<file path="config.mk">
export PLATFORM = sky130hd
export DESIGN_NAME = ppr_check
export DESIGN_NICKNAME = d
export VERILOG_FILES = /design/src/rtl/ppr_pkg.sv /design/src/rtl/sig_sync_edge.sv /design/src/rtl/ppr_check.sv
export SDC_FILE = /design/constraint.sdc
export NUM_CORES = 1
export LEC_CHECK = 0
export BUFFER_PORTS_ARGS = -buffer_cell sky130_fd_sc_hd__buf_2
export CAP_MARGIN = 20
export CORE_MARGIN = 2
export CORE_UTILIZATION = 30
export CTS_BUF_LIST = sky130_fd_sc_hd__clkbuf_2
export DETAILED_ROUTE_END_ITERATION = 12
export PLACE_DENSITY = 0.58
export SYNTH_ARGS = -nofsm -noshare
export SYNTH_HDL_FRONTEND = slang
export SYNTH_SLANG_ARGS = --single-unit
</file>
<file path="constraint.sdc">
create_clock -name Clk -period 2.61 [get_ports Clk]
set_clock_uncertainty 0.2 [all_clocks]
set_input_delay 0.522 -clock Clk [delete_from_list [all_inputs] [get_ports Clk]]
set_output_delay 0.522 -clock Clk [all_outputs]
set_load 0.005 [all_outputs]
</file>
<file path="src/rtl/ppr_pkg.sv">
// Shared types and constants for the encoder pulses-per-revolution checker.
// Holds the FSM encoding, the counter width and the default expected count.
package ppr_pkg;

    localparam int CNT_W   = 16;
    localparam int DEF_PPR = 2048;

    typedef enum logic [1:0] {
        ST_IDLE = 2'd0,
        ST_ARM  = 2'd1,
        ST_MEAS = 2'd2
    } state_t;

    function automatic logic [CNT_W-1:0] sat_inc(input logic [CNT_W-1:0] v);
        return (&v) ? v : v + 1'b1;
    endfunction

endpackage

</file>
<file path="src/rtl/sig_sync_edge.sv">
// Two-flop synchronizer followed by a registered rising-edge strobe.
// The strobe rises three clocks after the pin edge.
module sig_sync_edge (
    input  logic Clk,
    input  logic Rst_n,
    input  logic din,
    output logic rise
);

    logic s1;
    logic s2;
    logic prev;

    always_ff @(posedge Clk) begin
        if (!Rst_n) begin
            s1   <= 1'b0;
            s2   <= 1'b0;
            prev <= 1'b0;
            rise <= 1'b0;
        end else begin
            s1   <= din;
            s2   <= s1;
            prev <= s2;
            rise <= s2 & ~prev;
        end
    end

endmodule

</file>
<file path="src/rtl/ppr_check.sv">
// Counts encoder A edges between Z index edges and reports the count,
// a pass/fail verdict against the expected value, and an idle timeout.
module ppr_check
    import ppr_pkg::*;
#(
    parameter int EXPECTED_PPR = DEF_PPR,
    parameter int TIMEOUT_CYC  = 65535
) (
    input  logic             Clk,
    input  logic             Rst_n,
    input  logic             Ain,
    input  logic             Zin,
    input  logic             Clear,
    output logic [CNT_W-1:0] PprCount,
    output logic             Valid,
    output logic             Pass,
    output logic             Fail,
    output logic             Timeout,
    output logic [1:0]       State
);

    localparam logic [CNT_W-1:0] EXP_C = CNT_W'(EXPECTED_PPR);
    localparam logic [CNT_W-1:0] TMO_C = CNT_W'(TIMEOUT_CYC);
    localparam logic [CNT_W-1:0] ONE_C = CNT_W'(1);

    logic a_e;
    logic z_e;

    state_t           state_q, state_d;
    logic [CNT_W-1:0] cnt_q, cnt_d;
    logic [CNT_W-1:0] timer_q, timer_d;
    logic [CNT_W-1:0] ppr_q, ppr_d;
    logic             valid_q, valid_d;
    logic             pass_q, pass_d;
    logic             fail_q, fail_d;
    logic             tmo_q, tmo_d;
    logic [CNT_W-1:0] tmr_inc;

    sig_sync_edge u_sync_a (
        .Clk   (Clk),
        .Rst_n (Rst_n),
        .din   (Ain),
        .rise  (a_e)
    );

    sig_sync_edge u_sync_z (
        .Clk   (Clk),
        .Rst_n (Rst_n),
        .din   (Zin),
        .rise  (z_e)
    );

    always_ff @(posedge Clk) begin
        if (!Rst_n) begin
            state_q <= ST_IDLE;
            cnt_q   <= '0;
            timer_q <= '0;
            ppr_q   <= '0;
            valid_q <= 1'b0;
            pass_q  <= 1'b0;
            fail_q  <= 1'b0;
            tmo_q   <= 1'b0;
        end else begin
            state_q <= state_d;
            cnt_q   <= cnt_d;
            timer_q <= timer_d;
            ppr_q   <= ppr_d;
            valid_q <= valid_d;
            pass_q  <= pass_d;
            fail_q  <= fail_d;
            tmo_q   <= tmo_d;
        end
    end

    always_comb begin
        state_d = state_q;
        cnt_d   = cnt_q;
        timer_d = timer_q;
        ppr_d   = ppr_q;
        valid_d = 1'b0;
        pass_d  = pass_q;
        fail_d  = fail_q;
        tmo_d   = tmo_q;
        tmr_inc = timer_q + ONE_C;

        if (Clear) begin
            state_d = ST_IDLE;
            cnt_d   = '0;
            timer_d = '0;
            ppr_d   = '0;
            pass_d  = 1'b0;
            fail_d  = 1'b0;
            tmo_d   = 1'b0;
        end else begin
            unique case (state_q)
                ST_IDLE: begin
                    cnt_d   = '0;
                    timer_d = '0;
                    if (a_e || z_e)
                        state_d = ST_ARM;
                end
                ST_ARM: begin
                    if (z_e) begin
                        state_d = ST_MEAS;
                        cnt_d   = a_e ? ONE_C : '0;
                    end
                end
                ST_MEAS: begin
                    if (z_e) begin
                        // A coincident A edge belongs to the new revolution
                        ppr_d   = cnt_q;
                        pass_d  = (cnt_q == EXP_C);
                        fail_d  = (cnt_q != EXP_C);
                        valid_d = 1'b1;
                        cnt_d   = a_e ? ONE_C : '0;
                    end else if (a_e) begin
                        cnt_d = sat_inc(cnt_q);
                    end
                end
                default: begin
                    state_d = ST_IDLE;
                    cnt_d   = '0;
                    timer_d = '0;
                end
            endcase

            if (state_q == ST_ARM || state_q == ST_MEAS) begin
                if (a_e || z_e) begin
                    timer_d = '0;
                end else if (tmr_inc == TMO_C) begin
                    tmo_d   = 1'b1;
                    state_d = ST_IDLE;
                    timer_d = '0;
                    cnt_d   = '0;
                end else begin
                    timer_d = tmr_inc;
                end
            end
        end
    end

    assign PprCount = ppr_q;
    assign Valid    = valid_q;
    assign Pass     = pass_q;
    assign Fail     = fail_q;
    assign Timeout  = tmo_q;
    assign State    = state_q;

endmodule

</file>
**Word-level counts from Yosys, hierarchy flattened**

Index checks and enable logic that the tools add are counted.

- Register bits: 62
- Input port bits: 5
- Output and inout port bits: 22
- Logic and storage cells: 60

- Add/subtract/negate cells: 2
- Eq/ne operators: 6
- Mux-type cells: 20
- Bitwise logic cells: 7
- Reduce and logical (&&, ||, !) cells: 9

Operators with widths:

| operator | count |
|---|---|
| $mux 16 | 11 |
| $add 16x1->16 const B | 2 |
| $pmux 16 s2 | 1 |
| $eq 16x12->1 const B | 1 |
| $eq 16x16->1 const B | 1 |
| $ne 16x12->1 const B | 1 |
| $reduce_and 16->1 | 1 |
| $mux 2 | 5 |
| $pmux 2 s3 | 1 |
| $not 1->1 | 5 |
| $reduce_or 2->1 | 2 |
| $reduce_and 3->1 | 1 |
| $reduce_or 3->1 | 1 |
| $and 1x1->1 | 2 |
| $eq 2x1->1 const B | 1 |
| $eq 2x2->1 const B | 1 |
| $logic_not 2->1 | 1 |
| $logic_or 1x1->1 | 2 |
| $mux 1 | 2 |
| $ne 2x1->1 const B | 1 |
| $reduce_and 2->1 | 1 |

**Longest topological paths before layout**

Gate-level depths: netlist of the first run.

- Word-level depth: 8
- Gate-level depth with buffers: 8
- Depth with buffers taken out: 7

**Hierarchy**

From an unflattened synthesis of the first run, not the netlist that was laid out.

- Cells, all modules: 360
- Area total of the unflattened synthesis: 2,990.4 µm²

Modules (own cells, without submodules):

| module | instances | cells each | area each (µm²) | sequential area each (µm²) |
|---|---|---|---|---|
| ppr_check | 1 | 344 | 2,767.7 | 1,081.0 |
| sig_sync_edge | 2 | 8 | 111.4 | 80.1 |

**Worst setup path before layout of the first run**

No wires, ideal clock.

- Path kind: register -> register
- Start point: register cnt_q[1]
- End point: register cnt_q[1]
- Library setup time: 0.130 ns
- Data arrival time: 2.171 ns
- Required time: 2.280 ns
- Setup slack: 0.109 ns
- Stages on the path, launching flop included: 9
- Path buffers: 1
- Period minus slack after synthesis: 2.501 ns
- Path through: dfxtp_1 > ha_1 > nand3_1 > or4_1 > or2_2 > clkbuf_1 > and4_1 > a211oi_1 > nor4_1

- Cells in the longest elaborated chain, start to end: 8
- Elaborated cells on any way between the ends: 10
- Those cells by class: 1 x add/sub; 8 x mux; 1 x reduce/logical

Ends and longest elaborated chain:

| what | line | RTL |
|---|---|---|
| start: declaration | ppr_check.sv:30 | `logic [CNT_W-1:0] cnt_q, cnt_d;` |
| start signal: assignment | ppr_check.sv:65 | `cnt_q <= cnt_d;` |
| $add 16x1->16 or $reduce_and 16->1 (tied branches) | ppr_pkg.sv:15 | `return (&v) ? v : v + 1'b1;` |
| $mux 16 | ppr_pkg.sv:15 |  |
| $mux 16 | ppr_check.sv:116 | `end else if (a_e) begin` |
| $mux 16 | ppr_check.sv:109 | `if (z_e) begin` |
| $pmux 16 s2 * | ppr_check.sv:95 | `unique case (state_q)` |
| $mux 16 | ppr_check.sv:130 | `end else if (tmr_inc == TMO_C) begin` |
| $mux 16 | ppr_check.sv:128 | `if (a_e \|\| z_e) begin` |
| $mux 16 * | ppr_check.sv:127 | `if (state_q == ST_ARM \|\| state_q == ST_MEAS) begin` |

Every way passes the cells marked *; elsewhere a longest branch is shown, timed or not.
A chain may end at the register's enable or synchronous reset.

**Worst setup path after layout of the first run**

- Start point: register timer_q[2]
- End point: register cnt_q[1]

- Cells in the longest elaborated chain, start to end: 5

Ends and longest elaborated chain:

| what | line | RTL |
|---|---|---|
| start: declaration | ppr_check.sv:31 | `logic [CNT_W-1:0] timer_q, timer_d;` |
| start signal: assignment | ppr_check.sv:66 | `timer_q <= timer_d;` |
| $add 16x1->16 | ppr_check.sv:84 | `tmr_inc = timer_q + ONE_C;` |
| $eq 16x16->1 | ppr_check.sv:130 |  |
| $mux 16 | ppr_check.sv:130 |  |
| $mux 16 | ppr_check.sv:128 |  |
| $mux 16 | ppr_check.sv:127 |  |

Every way passes these cells.

==> flow_summary.html, run 1 <==
<table>
<tr><th>Metric</th><th>Value</th></tr>
<tr><th colspan="2">Floorplan</th></tr>
<tr><td>Cell Rows</td><td>35</td></tr>
<tr><td>I/O pin total</td><td>27</td></tr>
<tr><td>Area of the core</td><td>0.00924 mm^2</td></tr>
<tr><td>Initial core utilization</td><td>0.310</td></tr>
<tr><td>Y dimension of the die</td><td>102 um</td></tr>
<tr><td>Die ar.</td><td>0.0104 mm^2</td></tr>
<tr><td>Horiz. Die Dim</td><td>102 um</td></tr>
<tr><th colspan="2">Synth</th></tr>
<tr><td>Post-Syn Nets</td><td>360</td></tr>
<tr><td>Synthesis Warnings</td><td>0</td></tr>
<tr><td>Sequential-to-total area share from yosys stat</td><td>0.433</td></tr>
<tr><td>Mean instance size in the synthesized netlist</td><td>8.26 um^2</td></tr>
<tr><td>Mapped cell area</td><td>0.00287 mm^2</td></tr>
<tr><td>Distinct cells, synth</td><td>41</td></tr>
<tr><td>FFs w/ async S/R, synth</td><td>0</td></tr>
<tr><td>Number of enable flip-flop cells after synthesis</td><td>0</td></tr>
<tr><td>Number of instances in the synthesized netlist</td><td>347</td></tr>
<tr><td>Number of synthesized register bits</td><td>62</td></tr>
<tr><td>Top_reg_cell synth</td><td>sky130_fd_sc_hd__dfxtp_1</td></tr>
<tr><th colspan="2">Route</th></tr>
<tr><td>Via/cell ratio</td><td>4.93</td></tr>
<tr><td>Drt first pass iters</td><td>6</td></tr>
<tr><td>Count of antenna-violating nets left after detailed routing</td><td>0</td></tr>
<tr><td>Total wire length</td><td>6.57 mm</td></tr>
<tr><td>DRC marker count from the first detailed-route iteration</td><td>145</td></tr>
<tr><td>Routed vias</td><td>2561</td></tr>
<tr><td>Total DRC errors in the routed layout</td><td>0</td></tr>
<tr><td>WL/cell</td><td>12.7 um</td></tr>
<tr><th colspan="2">Setup path</th></tr>
<tr><td>Slowest stage cell on the critical path</td><td>sky130_fd_sc_hd__or4_4</td></tr>
<tr><td>Req. time, crit path</td><td>2790 ps</td></tr>
<tr><td>Most common cell type on the critical path</td><td>sky130_fd_sc_hd__nor4_1</td></tr>
<tr><td>Cell breakdown of the critical path</td><td>nand3_1 &gt; nor4_1 &gt; xnor2_1 &gt; or4_4 &gt; nor4_4 &gt; nor4_1</td></tr>
<tr><td>Element type at the critical path end</td><td>flip-flop</td></tr>
<tr><td>Critical path type</td><td>flip-flop to flip-flop</td></tr>
<tr><td>CP arrival</td><td>2660 ps</td></tr>
<tr><td>Largest stage delay on the critical path</td><td>470 ps</td></tr>
<tr><td>Sort of element at the start of the critical path</td><td>flip-flop</td></tr>
<tr><td>FF-to-FF Start</td><td>timer_q[2]$_SDFF_PP0_</td></tr>
<tr><td>Critical path peak fanout</td><td>6</td></tr>
<tr><td>Timing startpoint of the critical path</td><td>timer_q[2]$_SDFF_PP0_</td></tr>
<tr><th colspan="2">Timing</th></tr>
<tr><td>Maximum clock frequency</td><td>0.402 GHz</td></tr>
<tr><td>Final hold viol count</td><td>0</td></tr>
<tr><td>Setup slack of the critical path after layout</td><td>122 ps</td></tr>
<tr><td>Unrepaired setup endpoints after global routing</td><td>yes</td></tr>
<tr><td>Total negative slack for setup checks</td><td>0 ps</td></tr>
<tr><td>Slew at the pin closest to its max-slew limit</td><td>643 ps</td></tr>
<tr><td>Worst Hold Slack</td><td>84.9 ps</td></tr>
<tr><td>Setup violators final</td><td>0</td></tr>
<tr><td>Crit share post-route</td><td>0.953</td></tr>
<tr><td>Max-slew violation count</td><td>0</td></tr>
<tr><td>Slew margin rel.</td><td>0.571</td></tr>
<tr><td>Time the worst path needs with I/O delays and setup</td><td>2490 ps</td></tr>
<tr><th colspan="2">Clock tree</th></tr>
<tr><td>CTS HTree Levels</td><td>3</td></tr>
<tr><td>CTS clk-pin slew, worst paths</td><td>190 ps</td></tr>
<tr><td>Worst skew pair latency</td><td>500 ps</td></tr>
<tr><td>Clock tree root buffer cell</td><td>sky130_fd_sc_hd__clkbuf_2</td></tr>
<tr><td>Buffer levels on the longest clock path</td><td>2</td></tr>
<tr><td>Clock tree from TritonCTS</td><td>done</td></tr>
<tr><td>CTS Buf Count</td><td>9</td></tr>
<tr><td>Number of sinks on the clock net</td><td>62</td></tr>
<tr><th colspan="2">GRT</th></tr>
<tr><td>Number of global-route vias before repair</td><td>2384</td></tr>
<tr><td>Global-route congestion overflow total</td><td>0</td></tr>
<tr><td>Pin count of the biggest net entering global routing</td><td>19</td></tr>
<tr><td>Wire length of the first global-routing pass</td><td>11.4 mm</td></tr>
<tr><td>Total routing usage reported by global routing</td><td>0.140</td></tr>
<tr><td>Antenna violations before repair</td><td>0</td></tr>
<tr><th colspan="2">Final layout</th></tr>
<tr><td>Nets@finish</td><td>398</td></tr>
<tr><td>Area delta synth-&gt;final</td><td>17.9%</td></tr>
<tr><td>Core utilization of the finished layout</td><td>0.366</td></tr>
<tr><td>Share of final-layout standard cells stronger than drive strength 1</td><td>0.190</td></tr>
<tr><td>Number of antenna diodes</td><td>0</td></tr>
<tr><td>Final cell area excluding filler cells</td><td>0.00338 mm^2</td></tr>
<tr><td>Finished Layout Cells</td><td>519</td></tr>
<tr><th colspan="2">Worst hold path</th></tr>
<tr><td>Min-Delay Path Class</td><td>input pin to flip-flop</td></tr>
<tr><td>Worst hold path startpoint</td><td>Rst_n</td></tr>
<tr><th colspan="2">Placed design</th></tr>
<tr><td>Detailed Place HPWL</td><td>4.70 mm</td></tr>
<tr><td>Final estimated routing congestion in global placement</td><td>0.917</td></tr>
<tr><td>Placed instance count</td><td>500</td></tr>
<tr><td>IO Port Bufs</td><td>26</td></tr>
<tr><td>Worst setup slack before clock tree synthesis</td><td>77.0 ps</td></tr>
<tr><td>Post-place instance area</td><td>0.00322 mm^2</td></tr>
<tr><th colspan="2">Flow run</th></tr>
<tr><td>Total of max-cap violations</td><td>0</td></tr>
<tr><th colspan="2">Run status</th></tr>
<tr><td>Status</td><td>finished, final reports clean</td></tr>
<tr><th colspan="2">Power</th></tr>
<tr><td>Max rail drop VDD</td><td>324 uV</td></tr>
<tr><td>Post-layout total power</td><td>1.58 mW</td></tr>
<tr><td>Static Leakage</td><td>1.18 nW</td></tr>
<tr><td>PwrDens</td><td>468 mW/mm^2</td></tr>
</table>
area by class of cell:
class | instances | area, um^2
Inverter | 9 | 33.8
Tap cell | 129 | 161
Fill cell | 994 | 5860
Clock inverter | 6 | 62.6
Sequential cell | 62 | 1250
Multi-Input combinational cell | 259 | 1530
Clock buffer | 10 | 50.0
Timing Repair Buffer | 44 | 295
per-layer routing:
layer  routed length [um]  global-route usage  vias up
li1                     -                   -     1312
met1                 3140               0.184     1175
met2                 2990               0.215       63
met3                  345              0.0462       11
met4                   96              0.0489        0
met5                    0                   0        -
flip-flops by register name, indices dropped and copies added (netlist names), 2 cells and up:
signal	flops
PprCount	16
cnt_q	16
timer_q	16
State	2
final timing paths:
kind	slack (ps)	depth (start not counted)	to
max	120	6	cnt_q[1]$_SDFF_PP0_
min	80	2	u_sync_a.s1$_SDFF_PN0_
min reg2reg	190	1	u_sync_z.rise$_SDFF_PN0_
max reg2reg	120	6	cnt_q[1]$_SDFF_PP0_
power breakdown:
part / internal [mW] / leakage (nW) / switching, mW / total [mW]
clock: 0.220 / 0.0639 / 0.363 / 0.583
sequential: 0.953 / 0.502 / 0.00459 / 0.958
combinational: 0.0174 / 0.609 / 0.0241 / 0.0415
total: 1.19 / 1.18 / 0.391 / 1.58
cell usage in the layout, fill, tap and decap left out, types with 11 or more instances in the layout:
cell | synthesis | layout
sky130_fd_sc_hd__nand3_1 | 14 | 14
sky130_fd_sc_hd__nor4_1 | 15 | 15
sky130_fd_sc_hd__a21oi_1 | 37 | 37
sky130_fd_sc_hd__buf_4 | 0 | 14
sky130_fd_sc_hd__buf_2 | 3 | 26
sky130_fd_sc_hd__dfxtp_1 | 62 | 58
sky130_fd_sc_hd__o21ai_0 | 11 | 11
sky130_fd_sc_hd__nand2_1 | 51 | 51
sky130_fd_sc_hd__nor3_1 | 12 | 12
sky130_fd_sc_hd__nor2_1 | 33 | 33
critical path, delay by kind of cell, from the launching register on:
family           cells  cell delay (ps)
AND/OR/NAND/NOR      5             1600
flip-flops           1              420
XOR/XNOR             1              160
what timing repair did:
action                                 in CTS  in global routing
hold buffers                                2                  0
endpoints found under the hold margin       2                  0
setup buffers                               0                  1
setup endpoints to repair                   0                 31
gates resized for setup                     0                  7
logic make-up after synthesis:
kind of cell | share of synthesized area
AOI/OAI and AO/OA | 0.134
xor gates and xnor gates | 0.0397
buffers and inverters | 0.0354
DFF | 0.433
and+or+nand+nor | 0.320
muxes | 0.00349
adders and majority gates | 0.0349
cell usage after synthesis (6+ instances only):
master                      n  share of area
sky130_fd_sc_hd__a21oi_1   37          0.065
sky130_fd_sc_hd__a31oi_1    6          0.013
sky130_fd_sc_hd__and2_1     7          0.015
sky130_fd_sc_hd__clkbuf_1  14          0.018
sky130_fd_sc_hd__dfxtp_1   62           0.43
sky130_fd_sc_hd__ha_1       8          0.035
sky130_fd_sc_hd__inv_1      9          0.012
sky130_fd_sc_hd__nand2_1   51          0.067
sky130_fd_sc_hd__nand3_1   14          0.024
sky130_fd_sc_hd__nand4_1    9          0.020
sky130_fd_sc_hd__nor2_1    33          0.043
sky130_fd_sc_hd__nor3_1    12          0.021
sky130_fd_sc_hd__nor4_1    15          0.033
sky130_fd_sc_hd__o21ai_0   11          0.019
sky130_fd_sc_hd__xnor2_1   10          0.031
No activity file was read; power rests on OpenSTA's default activity.
==> run 2, diff against run 1 <==
--- a/config.mk
+++ b/config.mk
@@ -8,10 +8,11 @@
 export BUFFER_PORTS_ARGS = -buffer_cell sky130_fd_sc_hd__buf_2
 export CAP_MARGIN = 20
 export CORE_MARGIN = 2
-export CORE_UTILIZATION = 30
+export CORE_UTILIZATION = 55
 export CTS_BUF_LIST = sky130_fd_sc_hd__clkbuf_2
 export DETAILED_ROUTE_END_ITERATION = 12
-export PLACE_DENSITY = 0.58
+export PLACE_DENSITY = 0.88
 export SYNTH_ARGS = -nofsm -noshare
 export SYNTH_HDL_FRONTEND = slang
+export SYNTH_HIERARCHICAL = 1
 export SYNTH_SLANG_ARGS = --single-unit
==> run 2 against run 1 <==
Net effect: synthesized cell count up 3.7%; critical endpoint unchanged; flip-flop and latch count unchanged; combinational power decreased by 4.8%; sequential share of layout area is 0.52 points higher; non-clock buffer count fell by 10; critical path depth is the same; worst hold slack got worse by 57 ps; routed wire length rose by 0.79%; sequential power about the same.
==> flow_summary.html, run 2 <==
<table>
<tr><th>Metric</th><th>Value</th></tr>
<tr><th colspan="2">Placed design</th></tr>
<tr><td>Post-place instance area</td><td>0.00318 mm^2</td></tr>
<tr><td>Detailed Place HPWL</td><td>4.61 mm</td></tr>
<tr><td>Final estimated routing congestion in global placement</td><td>0.926</td></tr>
<tr><td>Worst setup slack before clock tree synthesis</td><td>256 ps</td></tr>
<tr><td>IO Port Bufs</td><td>26</td></tr>
<tr><th colspan="2">Route</th></tr>
<tr><td>Routed vias</td><td>2745</td></tr>
<tr><td>Drt first pass iters</td><td>5</td></tr>
<tr><td>DRC marker count from the first detailed-route iteration</td><td>314</td></tr>
<tr><td>Via/cell ratio</td><td>5.93</td></tr>
<tr><td>Total DRC errors in the routed layout</td><td>0</td></tr>
<tr><td>WL/cell</td><td>14.3 um</td></tr>
<tr><td>Count of antenna-violating nets left after detailed routing</td><td>0</td></tr>
<tr><td>Total wire length</td><td>6.63 mm</td></tr>
<tr><th colspan="2">Setup path</th></tr>
<tr><td>Largest stage delay on the critical path</td><td>510 ps</td></tr>
<tr><td>Kind of cell adding the most delay to the critical path</td><td>simple AND/OR/NAND/NOR gates</td></tr>
<tr><td>Critical path peak fanout</td><td>7</td></tr>
<tr><td>Element type at the critical path end</td><td>flip-flop</td></tr>
<tr><td>Req. time, crit path</td><td>2830 ps</td></tr>
<tr><td>Slowest stage cell on the critical path</td><td>sky130_fd_sc_hd__dfxtp_1</td></tr>
<tr><td>Sort of element at the start of the critical path</td><td>flip-flop</td></tr>
<tr><td>Most common cell type on the critical path</td><td>sky130_fd_sc_hd__or3_1</td></tr>
<tr><td>CP arrival</td><td>2630 ps</td></tr>
<tr><td>Critical path buffer and inverter count</td><td>0</td></tr>
<tr><td>FF-to-FF Start</td><td>cnt_q[8]$_SDFF_PP0_</td></tr>
<tr><td>Timing startpoint of the critical path</td><td>cnt_q[8]$_SDFF_PP0_</td></tr>
<tr><td>Critical path type</td><td>flip-flop to flip-flop</td></tr>
<tr><td>Cell breakdown of the critical path</td><td>nand4_2 &gt; or3_1 &gt; o21ai_2 &gt; a21oi_1 &gt; or3_1 &gt; a211oi_1</td></tr>
<tr><th colspan="2">Synth</th></tr>
<tr><td>Sequential-to-total area share from yosys stat</td><td>0.415</td></tr>
<tr><td>Number of synthesized register bits</td><td>62</td></tr>
<tr><td>Library cell with the highest instance count after synthesis</td><td>sky130_fd_sc_hd__dfxtp_1</td></tr>
<tr><td>Synthesis Warnings</td><td>6</td></tr>
<tr><td>Number of instances in the synthesized netlist</td><td>360</td></tr>
<tr><td>Number of enable flip-flop cells after synthesis</td><td>0</td></tr>
<tr><td>Mapped cell area</td><td>0.00299 mm^2</td></tr>
<tr><td>FFs w/ async S/R, synth</td><td>0</td></tr>
<tr><td>Area fraction of the dominant cell type after synthesis</td><td>0.415</td></tr>
<tr><td>Top area cells in the synthesized netlist</td><td>sky130_fd_sc_hd__dfxtp_1 (42%), sky130_fd_sc_hd__nand2_1 (6.3%), sky130_fd_sc_hd__nor3_1 (5.4%), sky130_fd_sc_hd__a21oi_1 (4.2%), sky130_fd_sc_hd__ha_1 (3.3%)</td></tr>
<tr><td>Distinct cells, synth</td><td>54</td></tr>
<tr><td>Commonest cells post-synth</td><td>sky130_fd_sc_hd__dfxtp_1 (62), sky130_fd_sc_hd__nand2_1 (50), sky130_fd_sc_hd__nor3_1 (32)</td></tr>
<tr><td>Mean instance size in the synthesized netlist</td><td>8.31 um^2</td></tr>
<tr><td>Post-Syn Nets</td><td>373</td></tr>
<tr><td>Top_reg_cell synth</td><td>sky130_fd_sc_hd__dfxtp_1</td></tr>
<tr><td>Cell taking the most area after synthesis</td><td>sky130_fd_sc_hd__dfxtp_1</td></tr>
<tr><th colspan="2">Timing</th></tr>
<tr><td>Slew margin rel.</td><td>0.551</td></tr>
<tr><td>Unrepaired setup endpoints after global routing</td><td>no</td></tr>
<tr><td>Maximum clock frequency</td><td>0.417 GHz</td></tr>
<tr><td>Time the worst path needs with I/O delays and setup</td><td>2400 ps</td></tr>
<tr><td>Final hold viol count</td><td>0</td></tr>
<tr><td>Setup slack of the critical path after layout</td><td>209 ps</td></tr>
<tr><td>Worst Hold Slack</td><td>28.4 ps</td></tr>
<tr><td>Crit share post-route</td><td>0.920</td></tr>
<tr><td>Setup violators final</td><td>0</td></tr>
<tr><td>Max-slew violation count</td><td>0</td></tr>
<tr><td>Slew at the pin closest to its max-slew limit</td><td>671 ps</td></tr>
<tr><td>Total negative slack for setup checks</td><td>0 ps</td></tr>
<tr><th colspan="2">Clock tree</th></tr>
<tr><td>Clock tree from TritonCTS</td><td>done</td></tr>
<tr><td>CTS HTree Levels</td><td>3</td></tr>
<tr><td>Clock tree root buffer cell</td><td>sky130_fd_sc_hd__clkbuf_2</td></tr>
<tr><td>Number of sinks on the clock net</td><td>62</td></tr>
<tr><td>Count of hold-fix buffers inserted at cts</td><td>0</td></tr>
<tr><td>CTS Buf Count</td><td>9</td></tr>
<tr><td>Buffer levels on the longest clock path</td><td>2</td></tr>
<tr><td>CTS clk-pin slew, worst paths</td><td>170 ps</td></tr>
<tr><td>Worst skew pair latency</td><td>500 ps</td></tr>
<tr><td>Count of buffers added by post-CTS timing repair for setup</td><td>0</td></tr>
<tr><th colspan="2">Floorplan</th></tr>
<tr><td>I/O pin total</td><td>27</td></tr>
<tr><td>Area of the core</td><td>0.00517 mm^2</td></tr>
<tr><td>Horiz. Die Dim</td><td>77.7 um</td></tr>
<tr><td>Y dimension of the die</td><td>77.7 um</td></tr>
<tr><td>Initial core utilization</td><td>0.578</td></tr>
<tr><td>Die ar.</td><td>0.00604 mm^2</td></tr>
<tr><td>Cell Rows</td><td>26</td></tr>
<tr><th colspan="2">Power</th></tr>
<tr><td>PwrDens</td><td>501 mW/mm^2</td></tr>
<tr><td>Static Leakage</td><td>1.19 nW</td></tr>
<tr><td>Max rail drop VDD</td><td>448 uV</td></tr>
<tr><th colspan="2">Final layout</th></tr>
<tr><td>Commonest cells after routing, fill and taps aside</td><td>sky130_fd_sc_hd__dfxtp_1 (62), sky130_fd_sc_hd__nand2_1 (50), sky130_fd_sc_hd__nor3_1 (32)</td></tr>
<tr><td>Nets@finish</td><td>401</td></tr>
<tr><td>Commonest non-fill, non-tap cell in the layout</td><td>sky130_fd_sc_hd__dfxtp_1</td></tr>
<tr><td>Layout filler cell count</td><td>461</td></tr>
<tr><td>Area delta synth-&gt;final</td><td>11.0%</td></tr>
<tr><td>Number of antenna diodes</td><td>0</td></tr>
<tr><td>Final cell area excluding filler cells</td><td>0.00332 mm^2</td></tr>
<tr><td>Core utilization of the finished layout</td><td>0.642</td></tr>
<tr><td>Share of final-layout standard cells stronger than drive strength 1</td><td>0.158</td></tr>
<tr><th colspan="2">GRT</th></tr>
<tr><td>Pin count of the biggest net entering global routing</td><td>20</td></tr>
<tr><td>Antenna violations before repair</td><td>0</td></tr>
<tr><td>Number of global-route vias before repair</td><td>2509</td></tr>
<tr><td>Total routing usage reported by global routing</td><td>0.240</td></tr>
<tr><td>Global-route congestion overflow total</td><td>0</td></tr>
<tr><td>Wire length of the first global-routing pass</td><td>11.6 mm</td></tr>
<tr><th colspan="2">Worst hold path</th></tr>
<tr><td>Min-Delay Path Class</td><td>input pin to flip-flop</td></tr>
<tr><td>Worst hold path startpoint</td><td>Ain</td></tr>
<tr><th colspan="2">Flow run</th></tr>
<tr><td>Total of max-cap violations</td><td>0</td></tr>
<tr><th colspan="2">Run status</th></tr>
<tr><td>Status</td><td>finished, final reports clean</td></tr>
</table>
-- run 2: what timing repair did --
item                                    in CTS  in global routing
endpoints found under the setup margin       0                 11
gates resized for setup                      0                  1
endpoints found under the hold margin        0                  0
-- run 2: stage by stage --
step	instances	total power, mW
2_1_floorplan	360	1.00
3_3_place_gp	447	1.01
3_5_place_dp	447	1.02
4_1_cts	463	1.67
5_1_grt	463	1.71
6_report	463	1.66
-- run 2: worst register-to-register path, cell delays in order (launching register included) --
cell and delay [ps]:
sky130_fd_sc_hd__dfxtp_1 510, sky130_fd_sc_hd__nand4_2 250, sky130_fd_sc_hd__or3_1 440, sky130_fd_sc_hd__o21ai_2 280, sky130_fd_sc_hd__a21oi_1 110, sky130_fd_sc_hd__or3_1 310
sky130_fd_sc_hd__a211oi_1 250
-- run 2: kinds of logic (layout without fill, tap and decap cells) --
logic type,count (synthesis),in the layout,share of synthesized area
AOI/OAI and AO/OA,66,66,0.141
adders and majority gates,8,8,0.0335
muxes,3,3,0.0105
and+or+nand+nor,181,181,0.318
xor gates and xnor gates,14,14,0.0410
DFF,62,62,0.415
buffers and inverters,26,59,0.0414
-- run 2: layer usage --
metal,vias to the layer above,routed length (um),GRT usage
li1,1362,-,-
met1,1278,3080,0.321
met2,93,3020,0.377
met3,12,430,0.0477
met4,0,97,0.104
met5,-,0,0
-- run 2: worst paths after layout --
check	end	depth (start not counted)	slack [ps]
worst max-delay path	cnt_q[1]$_SDFF_PP0_	6	210
worst max register to register	cnt_q[1]$_SDFF_PP0_	6	210
worst min register to register	PprCount[11]$_SDFFE_PP0P_	2	260
worst min-delay path	u_sync_a/s1$_SDFF_PN0_	2	30
-- run 2: layout make-up --
type	instances	area [um^2]	share of cell area
clock buffers	9	45.0	0.0136
clock inverters	7	88.8	0.0268
inverters	9	33.8	0.0102
multi-input cells	272	1630	0.492
flip-flops and latches	62	1240	0.374
well taps	70	87.6	0.0264
repair buffers	34	190	0.0573
-- run 2: report_power, final --
group / total (mW) / internal, mW / switching [mW]
sequential: 0.958 / 0.953 / 0.00480
clock: 0.665 / 0.310 / 0.355
combinational: 0.0395 / 0.0140 / 0.0255
total: 1.66 / 1.28 / 0.386
